### src/rtl/debounce_scan_scheduler.sv
// debounce_scan_scheduler: one time-shared debounce/edge engine scanning NCH inputs, with an event FIFO
// Ports:
//   clk, resetn          clock (rising edge), asynchronous active-low reset
//   noisysignal[NCH]     raw asynchronous inputs
//   conditioned[NCH]     debounced level per channel
//   positiveedge[NCH]    one-clock pulse on conditioned 0->1
//   negativeedge[NCH]    one-clock pulse on conditioned 1->0
//   scanchannel[CHW]     channel evaluated this cycle
//   evvalid/evready      event FIFO handshake (head shown on evchannel/evrising)
//   evoverflow           sticky dropped-event flag, cleared by overflowclear
module debounce_scan_scheduler #(
    parameter int NCH       = 4,
    parameter int CHW       = 2,
    parameter int WAITTIME  = 3,
    parameter int CNTW      = 3,
    parameter int FIFODEPTH = 4
) (
    input  logic           clk,
    input  logic           resetn,
    input  logic [NCH-1:0] noisysignal,
    output logic [NCH-1:0] conditioned,
    output logic [NCH-1:0] positiveedge,
    output logic [NCH-1:0] negativeedge,
    output logic [CHW-1:0] scanchannel,
    output logic           evvalid,
    input  logic           evready,
    output logic [CHW-1:0] evchannel,
    output logic           evrising,
    output logic           evoverflow,
    input  logic           overflowclear
);
    localparam int AW = $clog2(FIFODEPTH);
    localparam int EW = CHW + 1;

    logic [NCH-1:0]  sync1_q, sync1_d, sync2_q, sync2_d;
    logic [NCH-1:0]  cond_q, cond_d, pos_q, pos_d, neg_q, neg_d;
    logic [CNTW-1:0] cnt_q [NCH];
    logic [CNTW-1:0] cnt_d [NCH];
    logic [CHW-1:0]  scan_q, scan_d;
    logic [EW-1:0]   mem_q [FIFODEPTH];
    logic [EW-1:0]   mem_d [FIFODEPTH];
    logic [AW-1:0]   rd_q, rd_d, wr_q, wr_d;
    logic [AW:0]     count_q, count_d;
    logic            ovf_q, ovf_d;
    logic            accept, full, pop, push;

    always_comb begin
        sync1_d = noisysignal;
        sync2_d = sync1_q;
        scan_d  = scan_q + CHW'(1);
        cnt_d   = cnt_q;
        cond_d  = cond_q;
        pos_d   = '0;
        neg_d   = '0;
        accept  = 1'b0;
        // only the scanned channel is evaluated; all others hold
        if (sync2_q[scan_q] == cond_q[scan_q]) begin
            cnt_d[scan_q] = '0;
        end else if (cnt_q[scan_q] == CNTW'(WAITTIME - 1)) begin
            cnt_d[scan_q]  = '0;
            cond_d[scan_q] = sync2_q[scan_q];
            pos_d[scan_q]  = sync2_q[scan_q];
            neg_d[scan_q]  = !sync2_q[scan_q];
            accept         = 1'b1;
        end else begin
            cnt_d[scan_q] = cnt_q[scan_q] + CNTW'(1);
        end
        full  = count_q == (AW+1)'(FIFODEPTH);
        pop   = (count_q != '0) && evready;
        // a simultaneous pop frees the slot, so a full FIFO still accepts
        push  = accept && (!full || pop);
        mem_d = mem_q;
        if (push) mem_d[wr_q] = {scan_q, sync2_q[scan_q]};
        wr_d    = push ? wr_q + AW'(1) : wr_q;
        rd_d    = pop ? rd_q + AW'(1) : rd_q;
        count_d = count_q + (AW+1)'(push) - (AW+1)'(pop);
        // a fresh drop outranks a clear in the same cycle
        ovf_d   = (accept && !push) ? 1'b1 : (overflowclear ? 1'b0 : ovf_q);
    end

    always_ff @(posedge clk or negedge resetn) begin
        if (!resetn) begin
            sync1_q <= '0;
            sync2_q <= '0;
            cond_q  <= '0;
            pos_q   <= '0;
            neg_q   <= '0;
            cnt_q   <= '{default: '0};
            scan_q  <= '0;
            mem_q   <= '{default: '0};
            rd_q    <= '0;
            wr_q    <= '0;
            count_q <= '0;
            ovf_q   <= 1'b0;
        end else begin
            sync1_q <= sync1_d;
            sync2_q <= sync2_d;
            cond_q  <= cond_d;
            pos_q   <= pos_d;
            neg_q   <= neg_d;
            cnt_q   <= cnt_d;
            scan_q  <= scan_d;
            mem_q   <= mem_d;
            rd_q    <= rd_d;
            wr_q    <= wr_d;
            count_q <= count_d;
            ovf_q   <= ovf_d;
        end
    end

    assign conditioned  = cond_q;
    assign positiveedge = pos_q;
    assign negativeedge = neg_q;
    assign scanchannel  = scan_q;
    assign evvalid      = count_q != '0;
    assign evchannel    = mem_q[rd_q][EW-1:1];
    assign evrising     = mem_q[rd_q][0];
    assign evoverflow   = ovf_q;
endmodule

### config.mk
export PLATFORM = sky130hd
export DESIGN_NAME = debounce_scan_scheduler
export DESIGN_NICKNAME = d
export VERILOG_FILES = /design/src/rtl/debounce_scan_scheduler.sv
export SDC_FILE = /design/constraint.sdc
export NUM_CORES = 1
export LEC_CHECK = 0
export BUFFER_PORTS_ARGS = -buffer_cell sky130_fd_sc_hd__buf_2
export CORE_MARGIN = 10
export CORE_UTILIZATION = 40
export DETAILED_ROUTE_END_ITERATION = 7
export SETUP_SLACK_MARGIN = 0.5
export SYNTH_ARGS = -nofsm -noshare
export SYNTH_HDL_FRONTEND = slang
export SYNTH_SLANG_ARGS = --single-unit
### constraint.sdc
create_clock -name clk -period 2.86 [get_ports clk]
set_clock_uncertainty 0.2 [all_clocks]
set_input_delay 0.572 -clock clk [delete_from_list [all_inputs] [get_ports clk]]
set_output_delay 0.572 -clock clk [all_outputs]
set_load 0.1 [all_outputs]
# After elaboration in Yosys (flattened, before gate mapping)

Index checks and enable logic that the tools add are counted.

Add/sub/neg operators: 6
Bitwise logic cells: 8
$lt $le $gt $ge: 7
Reduce and logical (&&, ||, !) cells: 13
Multiplexer cells: 29
Eq/ne operators: 3

Operator list:

| kind                                                                         | number |
|---|---|
| 12-bit bitwise mux                                                           | 2 |
| 12-bit 2-to-1 mux                                                            | 2 |
| 3-bit 2-to-1 mux                                                             | 6 |
| 4-bit 2-to-1 mux                                                             | 4 |
| 12-bit bitwise AND                                                           | 1 |
| 3-bit binary-select mux with 2-bit select                                    | 2 |
| 3-bit demux with 2-bit select                                                | 2 |
| 12-bit NOT                                                                   | 1 |
| 3-bit >= comparator, second input constant                                   | 3 |
| 2-bit NOT with 3-bit output                                                  | 3 |
| 4-bit bitwise AND                                                            | 2 |
| 1-bit 2-to-1 mux                                                             | 7 |
| 2-bit by 1-bit adder with 2-bit output, second input constant                | 3 |
| 1-bit logical AND                                                            | 6 |
| 3-bit by 1-bit less-than comparator with 1-bit output, second input constant | 2 |
| 1-bit binary-select mux with 2-bit select                                    | 2 |
| 4-bit bitwise mux                                                            | 1 |
| 3-bit by 1-bit adder with 3-bit output                                       | 1 |
| 3-bit by 1-bit adder with 3-bit output, second input constant                | 1 |
| 3-bit by 2-bit == test with 1-bit output, second input constant              | 1 |
| 3-bit == test, second input constant                                         | 1 |
| 1-bit logical NOT                                                            | 3 |
| 2-bit by 3-bit less-than comparator with 1-bit output, second input constant | 1 |
| 3-bit nonzero test                                                           | 1 |
| other kinds (8)                                                              | 8 |

Input bits: 8
Register bits after elaboration: 54

# Depth between registers and ports, before layout

Depth in word-level cells: 11
Depth in mapped cells: 14

# Worst setup path after synthesis

No wires, ideal clock.

Path kind: reg-to-reg
Start: reg scan_q[0], in the netlist scanchannel[0]
End: reg count_q[2]
Arrival time: 3.456 ns
Buffers on the path: 2
Library setup time: 0.124 ns
Cell stages (with the launch flop): 15
Path slack: -0.920 ns
Period minus slack after synthesis: 3.780 ns
Cell sequence: dfrtp_1 buf_6 mux4_2 inv_1 ha_1 nor2b_1 buf_2 nand3_1 ha_1 inv_1 ha_1 inv_1 fa_1 xnor2_1 xnor2_1

Cells in the longest elaborated chain, start to end: 10
Elaborated cells on any way between the ends: 15
Classes of those cells: add/sub: 2; eq/ne: 2; mux: 9; bitwise: 1; reduce/logical: 1

Ends and longest elaborated chain:

| item                                                 | line | RTL |
|---|---|---|
| start: declaration                                   | 39   | `logic [CHW-1:0] scan_q, scan_d;` |
| start signal: assignment                             | 102  | `scan_q <= scan_d;` |
| 2-bit NOT with 3-bit output (implied by the code)    | 59   | `end else if (cnt_q[scan_q] == CNTW'(WAITTIME - 1)) begin` |
| 3-bit binary-select mux with 2-bit select            | 59   |  |
| 3-bit 2-to-1 mux (implied by the code) (2 in series) | 59   |  |
| 3-bit by 2-bit == test with 1-bit output             | 59   |  |
| 1-bit 2-to-1 mux                                     | 59   |  |
| 1-bit 2-to-1 mux *                                   | 57   | `if (sync2_q[scan_q] == cond_q[scan_q]) begin` |
| 1-bit logical AND *                                  | 71   | `push = accept && (!full \|\| pop);` |
| 3-bit by 1-bit adder with 3-bit output *             | 76   | `count_d = count_q + (AW+1)'(push) - (AW+1)'(pop);` |
| 3-bit by 1-bit subtractor with 3-bit output *        | 76   |  |
| via count_d[2]                                       | 43   | `logic [AW:0] count_q, count_d;` |
| end signal: assignment                               | 106  | `count_q <= count_d;` |
| end: declaration                                     | 43   |  |

The timed path passes the listed nets; every way through them passes the cells marked *. The select of a mux whose other input is x is not followed.
A chain may end at the register's enable or synchronous reset.

# Worst setup path in the final report

Same ends and word-level chain as after synthesis.

==> results_dict.tcl <==
set metrics [dict create \
    clockBufferDepth 2 \
    numPortBuffers 26 \
    grt_pass1_vias 1645 \
    drt_iter0_markers 115 \
    die_area_mm2 0.00944 \
    path_cells "mux4_2, inv_2, ha_4, nor2b_4, nand3_4, ha_4, inv_2, ha_4, inv_2, fa_2, xnor2_2, xnor2_1" \
    drv_slew 0 \
    place_congestion 0.808 \
    crit_family "adder cells" \
    syn_to_final_growth_pct 36.6 \
    syn_nets 184 \
    nFillCells 427 \
    crit_type "reg2reg" \
    failed_checks "setup timing" \
    synth_seq_area_share_pct 56.8 \
    syn_inst 163 \
    fin_util_pct 55.6 \
    ys_seq_elements 54 \
    grt_usage_pct 11.6 \
    drt_first_pass_iters 4 \
    crit_arrival_ns 2.88 \
    die_x_um 97.2 \
    grt_max_degree 30 \
    syn_avg_cell_area_um2 14.6 \
    r2r_slack_ns -0.01 \
    finalCritPeriodShare_pct 100 \
    drc_errors 0 \
    coreArea_mm2 0.00585 \
    netlist_area_mm2 0.00238 \
    end_kind "flop" \
    max_freq_ghz 0.348 \
    outcome "finished, violations left" \
    max_stage_delay_ns 0.53 \
    min_path_type "in2async" \
    p_leak_nw 1.55 \
    final.setup.worst_slack_ns -0.00998 \
    clockPowerShare_pct 14.9 \
    setup_viol 1 \
    yosys_warnings 0 \
    cp_slowest_cell "mux4_2" \
    vias 1509 \
    drv_cap 0 \
    cts-buffers-inserted 5 \
    cts-root-buf "clkbuf_8" \
    clk_latency_ns 0.32 \
    place_hpwl_mm 3.55 \
    p_int_w 0.00205 \
    clock-sinks 54 \
    worst_slew_pin_slew_ns 0.622 \
    crit_path_max_fanout 3 \
    via_per_inst 5.24 \
    finalHoldViolCount 0 \
    combPwrFrac_pct 51.5 \
    slew-limit-headroom_pct 58.5 \
    row_count 28 \
    start_util_pct 40.7 \
    wire_per_inst_um 20.3 \
    preCtsSetupSlack_ns -0.120 \
    power.density_mw_per_mm2 1080 \
    hold_buffers 0 \
    startpoint_type "flop" \
    p_sw_share_pct 41.7 \
    overflow 0 \
    cts_tree "yes" \
    htree_levels 2 \
    antenna_found_initial 0 \
    ios 27 \
    cp.buffers_inverters 3 \
    final_antenna_net_count 0 \
    fp.dieH_um 97.2 \
    hold_slack_ns 0.0510 \
    worst_ep_required_time_ns 2.87 \
    final_period_minus_worst_setup_slack_ns 2.87 \
    switching_power_w 0.00147 \
    pwr-share-seq_pct 33.7 \
    antenna_cells 0 \
    synth_cell_types 29 \
    nets 233 \
    rsz0062_at_grt "true" \
    finalWirelength_mm 5.85 \
    vdd_drop_max_mv 0.602 \
    clk_pin_slew_ns 0.10 \
    drive_above_1_share_pct 62.4 \
    grt_pass1_wl_mm 8.94 \
]
[power groups by stage]
stage | logic, W | registers, W | clock network [W]
2_1_floorplan | 0.000880 | 0.00131 | 0
3_3_place_gp | 0.00127 | 0.00116 | 0
3_5_place_dp | 0.00130 | 0.00117 | 0
4_1_cts | 0.00164 | 0.00118 | 0.000537
5_1_grt | 0.00190 | 0.00121 | 0.000569
6_report | 0.00181 | 0.00118 | 0.000523
[through the flow]
stage / cell area [um2] / setup TNS, ns / instances / total power, W
after floorplan: 2430 / -0.738 / 163 / 0.00219
after global placement: 2720 / -0.0465 / 268 / 0.00242
after detailed placement: 2720 / -0.165 / 268 / 0.00247
after CTS: 3140 / -0.0143 / 282 / 0.00335
after global routing: 3250 / -0.144 / 288 / 0.00368
final: 3250 / -0.00998 / 288 / 0.00352
[layer usage]
metal / part of all wire (%) / track usage [%] / wire, um
met1: 42 / 13.9 / 2430
met2: 53 / 19.7 / 3070
met3: 4.0 / 3.34 / 235
met4: 1.8 / 3.06 / 107
met5: 0 / 0 / 0
[sequential cells by signal, summed over array words and instances (netlist names)]
name	flops
cnt_q	12
mem_q	12
conditioned	4
negativeedge	4
positiveedge	4
sync1_q	4
sync2_q	4
count_q	3
rd_q	2
scanchannel	2
wr_q	2
evoverflow	1
[final cells by class]
type | count | area [um2] | area share, %
tap | 75 | 93.8 | 2.88
clock inverter | 3 | 47.5 | 1.46
sequential | 54 | 1360 | 41.8
inverter | 13 | 48.8 | 1.50
multi-input combinational | 88 | 1240 | 38.2
clock buffer | 5 | 68.8 | 2.12
timing repair buffer | 50 | 392 | 12.0
[repair_timing]
item                                    CTS  global route
pin swaps                                11             6
resized for setup                        52            20
endpoints found under the setup margin   34            41
setup buffers                             5             6
gates cloned                              1             0
[synth_stat cells]
| library cell | count | area, um2 |
|---|---|---|
| or3_1 | 1 | 6.26 |
| nor2_1 | 1 | 3.75 |
| buf_1 | 1 | 3.75 |
| mux2_2 | 26 | 293 |
| inv_1 | 13 | 48.8 |
| or4b_2 | 1 | 10.0 |
| buf_6 | 1 | 11.3 |
| fa_1 | 1 | 20.0 |
| nand2b_1 | 1 | 6.26 |
| xnor2_2 | 1 | 16.3 |
| mux4_2 | 8 | 180 |
| and3b_1 | 1 | 8.76 |
| o22ai_1 | 1 | 6.26 |
| ha_1 | 12 | 150 |
| nor3_1 | 2 | 10.0 |
| dfrtp_1 | 54 | 1350 |
| nand2_1 | 2 | 7.51 |
| buf_2 | 5 | 25.0 |
| xor2_1 | 1 | 8.76 |
| nand4_1 | 4 | 25.0 |
| and3_1 | 4 | 25.0 |
| a221oi_1 | 4 | 35.0 |
| and2_1 | 5 | 31.3 |
| nand3_1 | 1 | 5.00 |
| a31oi_1 | 4 | 25.0 |
| xnor2_1 | 4 | 35.0 |
| xor2_2 | 1 | 16.3 |
| clkbuf_1 | 1 | 3.75 |
| nor2b_1 | 2 | 12.5 |
[cells by family (layout without fill, tap and decap cells)]
group / Yosys count / in the layout / share of synthesized area, %
DFF: 54 / 54 / 56.8
buffers and inverters: 21 / 71 / 3.89
xor gates and xnor gates: 7 / 7 / 3.21
AOI/OAI and AO/OA: 9 / 9 / 2.78
adders and majority gates: 13 / 13 / 7.15
and+or+nand+nor: 25 / 25 / 6.36
muxes: 34 / 34 / 19.9
[worst paths after layout]
check	from	end	cells past startpoint
min reg2reg	sync1_q[0]	sync2_q[0]	0
max reg2reg	scanchannel[0]	count_q[2]	12
min	resetn	positiveedge[3]	1
max in group asynchronous	resetn	scanchannel[0]	2
max	scanchannel[0]	count_q[2]	12
min in group clk	noisysignal[2]	sync1_q[2]	1
[cells in the final DEF (no fill, tap or decap), types with 8 or more instances in the layout]
master   Yosys  routed
buf_2        5      26
ha_1        12       8
inv_1       13       9
mux2_4       0      21
dfrtp_1     54      48
mux4_2       8       8
buf_4        0      13
No activity file was read; power rests on OpenSTA's default activity.
